**src/rtl/audio_preemph.sv**
```systemverilog
// rtl/audio_preemph.sv - stereo first-order IIR pre-emphasis with one shared multiplier
// Left then right channel are processed in turn; results are published together in DONE.
module audio_preemph #(
  parameter int WIDTH      = 16,
  parameter int COEF_WIDTH = 18,
  parameter int COEF_RADIX = 16,
  parameter int ACC_WIDTH  = 40
) (
  input  logic                         clk,
  input  logic                         reset,
  input  logic signed [WIDTH-1:0]      in_l,
  input  logic signed [WIDTH-1:0]      in_r,
  input  logic                         in_valid,
  input  logic signed [COEF_WIDTH-1:0] b0,
  input  logic signed [COEF_WIDTH-1:0] b1,
  input  logic signed [COEF_WIDTH-1:0] a1,
  input  logic                         bypass,
  input  logic                         clear_overrun,
  output logic signed [WIDTH-1:0]      out_l,
  output logic signed [WIDTH-1:0]      out_r,
  output logic                         out_valid,
  output logic                         busy,
  output logic                         overrun
);

  localparam int PW = WIDTH + COEF_WIDTH;
  localparam logic signed [ACC_WIDTH-1:0] HALF =
    {{(ACC_WIDTH-1){1'b0}}, 1'b1} << (COEF_RADIX - 1);
  localparam logic signed [ACC_WIDTH-1:0] SAT_MAX =
    {{(ACC_WIDTH-WIDTH+1){1'b0}}, {(WIDTH-1){1'b1}}};
  localparam logic signed [ACC_WIDTH-1:0] SAT_MIN =
    {{(ACC_WIDTH-WIDTH+1){1'b1}}, {(WIDTH-1){1'b0}}};

  typedef enum logic [3:0] {
    IDLE, L0, L1, L2, LS, R0, R1, R2, RS, DONE
  } state_t;

  state_t state, state_next;

  logic signed [WIDTH-1:0]      xl_q, xr_q, xl_d, xr_d, yl_d, yr_d;
  logic signed [COEF_WIDTH-1:0] b0_q, b1_q, a1_q;
  logic                         byp_q;
  logic signed [ACC_WIDTH-1:0]  acc;

  logic signed [WIDTH-1:0]      mul_x;
  logic signed [COEF_WIDTH-1:0] mul_c;
  logic signed [PW-1:0]         prod;
  logic signed [ACC_WIDTH-1:0]  prod_ext, acc_rnd, acc_sh;
  logic signed [WIDTH-1:0]      sat_y;
  logic                         acc_load, acc_add, store_l, store_r, done;

  // State register
  always_ff @(posedge clk) begin
    if (reset) state <= IDLE;
    else       state <= state_next;
  end

  // Next-state logic
  always_comb begin
    state_next = IDLE;
    unique case (state)
      IDLE:    state_next = in_valid ? L0 : IDLE;
      L0:      state_next = L1;
      L1:      state_next = L2;
      L2:      state_next = LS;
      LS:      state_next = R0;
      R0:      state_next = R1;
      R1:      state_next = R2;
      R2:      state_next = RS;
      RS:      state_next = DONE;
      DONE:    state_next = IDLE;
      default: state_next = IDLE;
    endcase
  end

  // Output / datapath-control logic: multiplier operand select per state
  always_comb begin
    busy     = (state != IDLE);
    mul_x    = xl_q;
    mul_c    = b0_q;
    acc_load = 1'b0;
    acc_add  = 1'b0;
    store_l  = 1'b0;
    store_r  = 1'b0;
    done     = 1'b0;
    unique case (state)
      L0: begin mul_x = xl_q; mul_c = b0_q; acc_load = 1'b1; end
      L1: begin mul_x = xl_d; mul_c = b1_q; acc_add  = 1'b1; end
      L2: begin mul_x = yl_d; mul_c = a1_q; acc_add  = 1'b1; end
      LS: store_l = 1'b1;
      R0: begin mul_x = xr_q; mul_c = b0_q; acc_load = 1'b1; end
      R1: begin mul_x = xr_d; mul_c = b1_q; acc_add  = 1'b1; end
      R2: begin mul_x = yr_d; mul_c = a1_q; acc_add  = 1'b1; end
      RS: store_r = 1'b1;
      DONE: done = 1'b1;
      default: ;
    endcase
  end

  assign prod     = mul_x * mul_c;
  assign prod_ext = {{(ACC_WIDTH-PW){prod[PW-1]}}, prod};

  // Round half up, then clamp to the sample range
  assign acc_rnd = acc + HALF;
  assign acc_sh  = acc_rnd >>> COEF_RADIX;
  always_comb begin
    sat_y = acc_sh[WIDTH-1:0];
    if (acc_sh > SAT_MAX)      sat_y = SAT_MAX[WIDTH-1:0];
    else if (acc_sh < SAT_MIN) sat_y = SAT_MIN[WIDTH-1:0];
  end

  always_ff @(posedge clk) begin
    if (reset) begin
      xl_q      <= '0;
      xr_q      <= '0;
      xl_d      <= '0;
      xr_d      <= '0;
      yl_d      <= '0;
      yr_d      <= '0;
      b0_q      <= '0;
      b1_q      <= '0;
      a1_q      <= '0;
      byp_q     <= 1'b0;
      acc       <= '0;
      out_l     <= '0;
      out_r     <= '0;
      out_valid <= 1'b0;
      overrun   <= 1'b0;
    end else begin
      out_valid <= 1'b0;
      if (state == IDLE && in_valid) begin
        xl_q  <= in_l;
        xr_q  <= in_r;
        b0_q  <= b0;
        b1_q  <= b1;
        a1_q  <= a1;
        byp_q <= bypass;
      end
      // A drop in the same cycle as a clear keeps the flag set
      if (in_valid && busy)   overrun <= 1'b1;
      else if (clear_overrun) overrun <= 1'b0;
      if (acc_load)     acc <= prod_ext;
      else if (acc_add) acc <= acc + prod_ext;
      if (store_l) begin
        xl_d <= xl_q;
        yl_d <= sat_y;
      end
      if (store_r) begin
        xr_d <= xr_q;
        yr_d <= sat_y;
      end
      if (done) begin
        out_l     <= byp_q ? xl_q : yl_d;
        out_r     <= byp_q ? xr_q : yr_d;
        out_valid <= 1'b1;
      end
    end
  end

endmodule

```
**config.mk**
```make
export PLATFORM = sky130hd
export DESIGN_NAME = audio_preemph
export DESIGN_NICKNAME = d
export VERILOG_FILES = /design/src/rtl/audio_preemph.sv
export SDC_FILE = /design/constraint.sdc
export NUM_CORES = 1
export LEC_CHECK = 0
export CORE_MARGIN = 3
export CORE_UTILIZATION = 58
export CTS_CLUSTER_DIAMETER = 40
export CTS_CLUSTER_SIZE = 28
export DETAILED_ROUTE_END_ITERATION = 16
export HOLD_SLACK_MARGIN = 0.02
export PLACE_DENSITY = 0.78
export RECOVER_POWER = 25
export SLEW_MARGIN = 40
export SYNTH_ARGS = -nofsm -noshare
export SYNTH_HDL_FRONTEND = slang
export SYNTH_SLANG_ARGS = --single-unit
```
**constraint.sdc**
```tcl
create_clock -name clk -period 12.22 [get_ports clk]
set_clock_uncertainty 0.1 [all_clocks]
set_input_delay 1.833 -clock clk [delete_from_list [all_inputs] [get_ports clk]]
set_output_delay 1.833 -clock clk [all_outputs]
set_load 0.005 [all_outputs]
```
# == Yosys cells after proc, flatten, opt, wreduce, memory -nomap -nowiden ==
# Cells that the tools add are included.
# word_totals
n_memories,0
ram_bits,0
regBits,229
romBits,0
latchBits,0
output_inout_bits,35
# classes
n_mux,18
order_cmp,2
eq_ne,9
shift,0
mul,1
n_reduce_logical,10
bitwise,0
n_addsub,2
n_div,0
# op_table
operator,n
$mux 40,2
$pmux 16 s5,1
$mux 16,4
$add 40x17->40 const B,1
$add 40x34->40,1
$pmux 18 s2,1
$pmux 4 s9,1
$mul 16x18->34,1
$gt 24x16->1 const B,1
$lt 24x16->1 const B,1
$eq 4x3->1 const B,4
$mux 1,9
$eq 4x2->1 const B,2
$eq 4x4->1 const B,2
$reduce_or 2->1,3
$eq 4x1->1 const B,1
$logic_not 4->1,1
$reduce_bool 2->1,2
$reduce_bool 4->1,1
$reduce_or 4->1,1
$logic_and 1x1->1,2

# == Logic depth before layout (Yosys ltp) ==
# Gate-level depths: netlist of run 1.
# depth
depth_word,7
ltp_mapped,45
ltp_nobuf,41

# == Worst setup path before layout of run 1 ==
# OpenSTA, ideal clock, no wires.
# synth_timing
path_kind,flip-flop to flip-flop
from,register state[0]
to,register acc[36]
stages_incl_launch_ff,38
setup_ns,0.117
slack_ns,2.856
t_required_ns,12.003
t_arrival_ns,9.147
cell_sequence,dfxtp_1 -> buf_2 -> buf_2 -> mux4_2 -> a22o_1 -> a21oi_1 -> clkbuf_1 -> nor2_1 -> fa_1 -> inv_1 -> fa_1 -> fa_1 -> fa_1 -> inv_1 -> fa_1 -> inv_1 -> fa_1 -> inv_1 -> [2 not listed] -> nand3b_1 -> o221ai_2 -> o41ai_2 -> a31o_2 -> a2111oi_0 -> nor2_1 -> nor2_1 -> xnor2_1 -> ha_1 -> nand3_1 -> inv_1 -> a21o_1 -> a2111oi_0 -> o22a_1 -> a21oi_1 -> or3_1 -> a31oi_1 -> nor2_1
# synth_via
elab_chain_len,7
# synth_lines
element,line,text
"start, declared",38,"state_t state, state_next;"
"start signal, assigned",55,else state <= state_next;
$eq 4x3->1 or $eq 4x2->1 (tied branches),86,unique case (state)
$reduce_or 2->1 (no source line),-,
$pmux 18 s2,86,
$mul 16x18->34,100,assign prod = mul_x * mul_c;
$add 40x34->40,143,else if (acc_add) acc <= acc + prod_ext;
$mux 40,143,
$mux 40,142,if (acc_load) acc <= prod_ext;
"end signal, assigned",142,
"end signal, assigned",143,
"end, declared",43,logic signed [ACC_WIDTH-1:0] acc;
# Several ways; a longest one is shown, not always the timed one. The select of a mux whose other input is x is not followed.
# A chain may end at the register's enable or synchronous reset.

# == Worst setup path in the final report of run 1 ==
# layout_timing
from,register state[0]
to,register acc[39]
# Same word-level chain as after synthesis.

==> results.json, run 1 <==
{
  "outcome": "complete, but fails checks",
  "violations": "capacitance limit, slew limit",
  "final_cells": 3395,
  "synth_fa_ha_area_share_pct": 32.3,
  "slew_violations": 188,
  "ctsHoldBuffers": 0,
  "setup_tns_ps": 0,
  "yosys_warnings": 0,
  "die_x_um": 205,
  "crit_path_top_delay_cell": "o21ai_1",
  "async_flop_share_pct": 0,
  "muxShareOfSynthArea_pct": 3.20,
  "max_freq_mhz": 88.2,
  "endpoint_kind": "register",
  "critical_path_peak_fanout": 24,
  "row_count": 72,
  "setup_viol": 0,
  "synth_ff_type": "dfxtp_1",
  "drv_cap": 2,
  "clk_latency_ps": 530,
  "cts_root_buf": "clkbuf_16",
  "required_ps": 12540,
  "ios": 126,
  "grt_pass1_vias": 20094,
  "cts.sinks": 229,
  "synth-seq-cells": 229,
  "drt_wl_total_um": 67000,
  "cp_slowest_stage_delay_ps": 790,
  "synth_compound_area_share_pct": 16.1,
  "tightest_slew_ps": 4640,
  "slew_headroom_pct": -209,
  "yosysTopAreaCell": "fa_1",
  "ir_drop_mv": 0.194,
  "drive_gt1_share_pct": 5.84,
  "total_power_uw": 5540,
  "die_area_um2": 42200,
  "cts.htree.levels": 2,
  "synth_edf_count": 0,
  "synth_xor_area_share_pct": 3.26,
  "start_util_pct": 59.2,
  "post_drt_via_cell_ratio": 5.91,
  "fillers": 3281,
  "antenna_cells": 0,
  "syn_area_um2": 23000,
  "finalCriticalPeriod_ps": 11340,
  "rsz0062_at_grt": "false",
  "power_density_nw_per_um2": 213,
  "synth.area.top_cells": "fa_1 (25%), dfxtp_1 (20%), nand2_1 (8.0%)",
  "fp.dieH_um": 205,
  "grt_max_degree": 95,
  "hold_viol": 0,
  "synth_top_family_by_area": "adder cells",
  "ff2ff_path_depth": 31,
  "netlist.area_leader.share_pct": 25.3,
  "hold_path_class": "register to register",
  "dp.cells": 3332,
  "firstDrtPassIters": 5,
  "drtAntennaViolNets": 0,
  "yosysMostFrequentCell": "nand2_1",
  "holdPathStages": 2,
  "place_congestion": 0.968,
  "coreArea_um2": 38900,
  "finalCritPeriodShare_pct": 92.8,
  "ctsResizeCount": 0,
  "timing.hold.ws_ps": 357,
  "grt_first_pass_wirelength_um": 108000,
  "synth-simple-area-share_pct": 17.1,
  "crit_path_frequent_cell": "fa_1",
  "final_nets": 3363,
  "drtIter0Drc": 1661,
  "avgSynthCellArea_um2": 8.29,
  "vias": 20062,
  "seq_area_frac_synth_pct": 19.9,
  "dp_hpwl_um": 52700,
  "cts_setup_buffers": 0,
  "grt_use_total_pct": 32.3,
  "path_clk_slew_ps": 60,
  "synth.net_count": 3292,
  "synth_commonest_cells": "nand2_1 (494), inv_1 (361), fa_1 (291), nor2_1 (248), dfxtp_1 (229)",
  "cp.arrival_ps": 11660,
  "drcViolationCount": 0,
  "antenna_found_initial": 0,
  "syn_inst": 2780,
  "port_buffers": 125,
  "cts_buffers": 35,
  "cts_tree": "built",
  "synth.distinct_cells": 86,
  "wl_per_cell_um": 19.7,
  "overflow": 0,
  "cts_buffer_depth": 3,
  "syn2layout_area_growth_pct": 13.0,
  "start_kind": "register",
  "leakagePower_uw": 0.0115,
  "worstSetupPathType": "register to register"
}
## path summary, 6_finish.rpt
path,slack (ps),endpoint,from
setup / recovery,880,acc[39]$_SDFFE_PP0P_,state[0]$_SDFF_PP0_
hold / removal,360,b1_q[2]$_SDFFE_PP0P_,b1_q[2]$_SDFFE_PP0P_
setup reg to reg,880,acc[39]$_SDFFE_PP0P_,state[0]$_SDFF_PP0_
hold reg to reg,360,b1_q[2]$_SDFFE_PP0P_,b1_q[2]$_SDFFE_PP0P_
## layer usage
| metal | part of all wire, % | global-route usage, % | vias up | routed length [um] |
|---|---|---|---|---|
| met3 | 9.0 | 7.17 | 181 | 6040 |
| li1 | - | - | 9236 | - |
| met5 | 0 | 0 | - | 0 |
| met2 | 46 | 50.9 | 824 | 30500 |
| met1 | 42 | 43.8 | 9821 | 27900 |
| met4 | 3.7 | 11.9 | 0 | 2500 |
## stage by stage
stage                     area [um2]  utilization (%)  setup slack [ps]
after floorplan                23000                -              2860
after global placement         24700             63.5              1250
after detailed placement       24800             63.6              1010
after CTS                      26000             66.9               917
after global routing           26000             66.9              50.0
final                          26000             66.9               877
## area by class of cell
| cell class | instances | area [um2] | area share [%] |
|---|---|---|---|
| Multi-Input combinational cell | 2061 | 16700 | 64.0 |
| Sequential cell | 229 | 4590 | 17.6 |
| Timing Repair Buffer | 162 | 1520 | 5.85 |
| Inverter | 362 | 1360 | 5.22 |
| Clock buffer | 45 | 1010 | 3.86 |
| Tap cell | 518 | 648 | 2.49 |
| Clock inverter | 18 | 254 | 0.975 |
## state kept, by name, summed over array words and instances, names as in the netlist, 4 cells and up
signal and flops:
b0_q 18, xr_q 16, yr_d 16, xl_q 16
yl_d 16, out_r 16, b1_q 18, acc 40
xl_d 16, state 4, out_l 16, xr_d 16
a1_q 18
## cell usage in the layout (no fill, tap or decap), types with 26 or more instances in the layout
master / n
dfxtp_1: 227
inv_1: 360
and2_1: 26
ha_1: 130
a21o_1: 35
a221o_1: 27
xnor2_1: 57
clkdlybuf4s50_1: 124
a211oi_1: 51
o21a_1: 36
fa_1: 291
o21ai_0: 72
mux2i_1: 58
nand2_1: 491
buf_4: 35
nand2b_1: 28
a21oi_1: 214
nor2_1: 245
clkbuf_16: 37
## cells by family after synthesis
family / count (synthesis)
AND/OR/NAND/NOR: 914
AO/OA/AOI/OAI: 573
buffers and inverters: 490
adder cells (fa/ha/maj): 421
flip-flops: 229
XOR/XNOR: 84
multiplexers: 69
## where the power goes
part           switching [uW]  leakage, uW  internal [uW]
clock                     374     0.000617            691
combinational            2160      0.00898           1360
sequential                127      0.00187            827
total                    2660       0.0115           2880
## worst max-delay path: cells and delay by family, from the launching register on
family          cells  cell delay (ps)
flops               1              730
xor+xnor            1              600
compound gates     10             2720
buf+inv             4              620
simple gates        8             2340
fa+ha+maj           8             4070
No activity file was read; power rests on OpenSTA's default activity.
==> inputs of run 2 (changes only) <==
==> constraint.sdc (replaced) <==
create_clock -name clk -period 12.22 [get_ports clk]
set_clock_uncertainty 0.1 [all_clocks]
set_input_delay 1.833 -clock clk [delete_from_list [all_inputs] [get_ports clk]]
set_output_delay 1.833 -clock clk [all_outputs]
set_load 0.01 [all_outputs]
==> results of run 2 <==
The final DEF is identical to that of run 1. Status: complete, but fails checks: capacitance limit, slew limit.
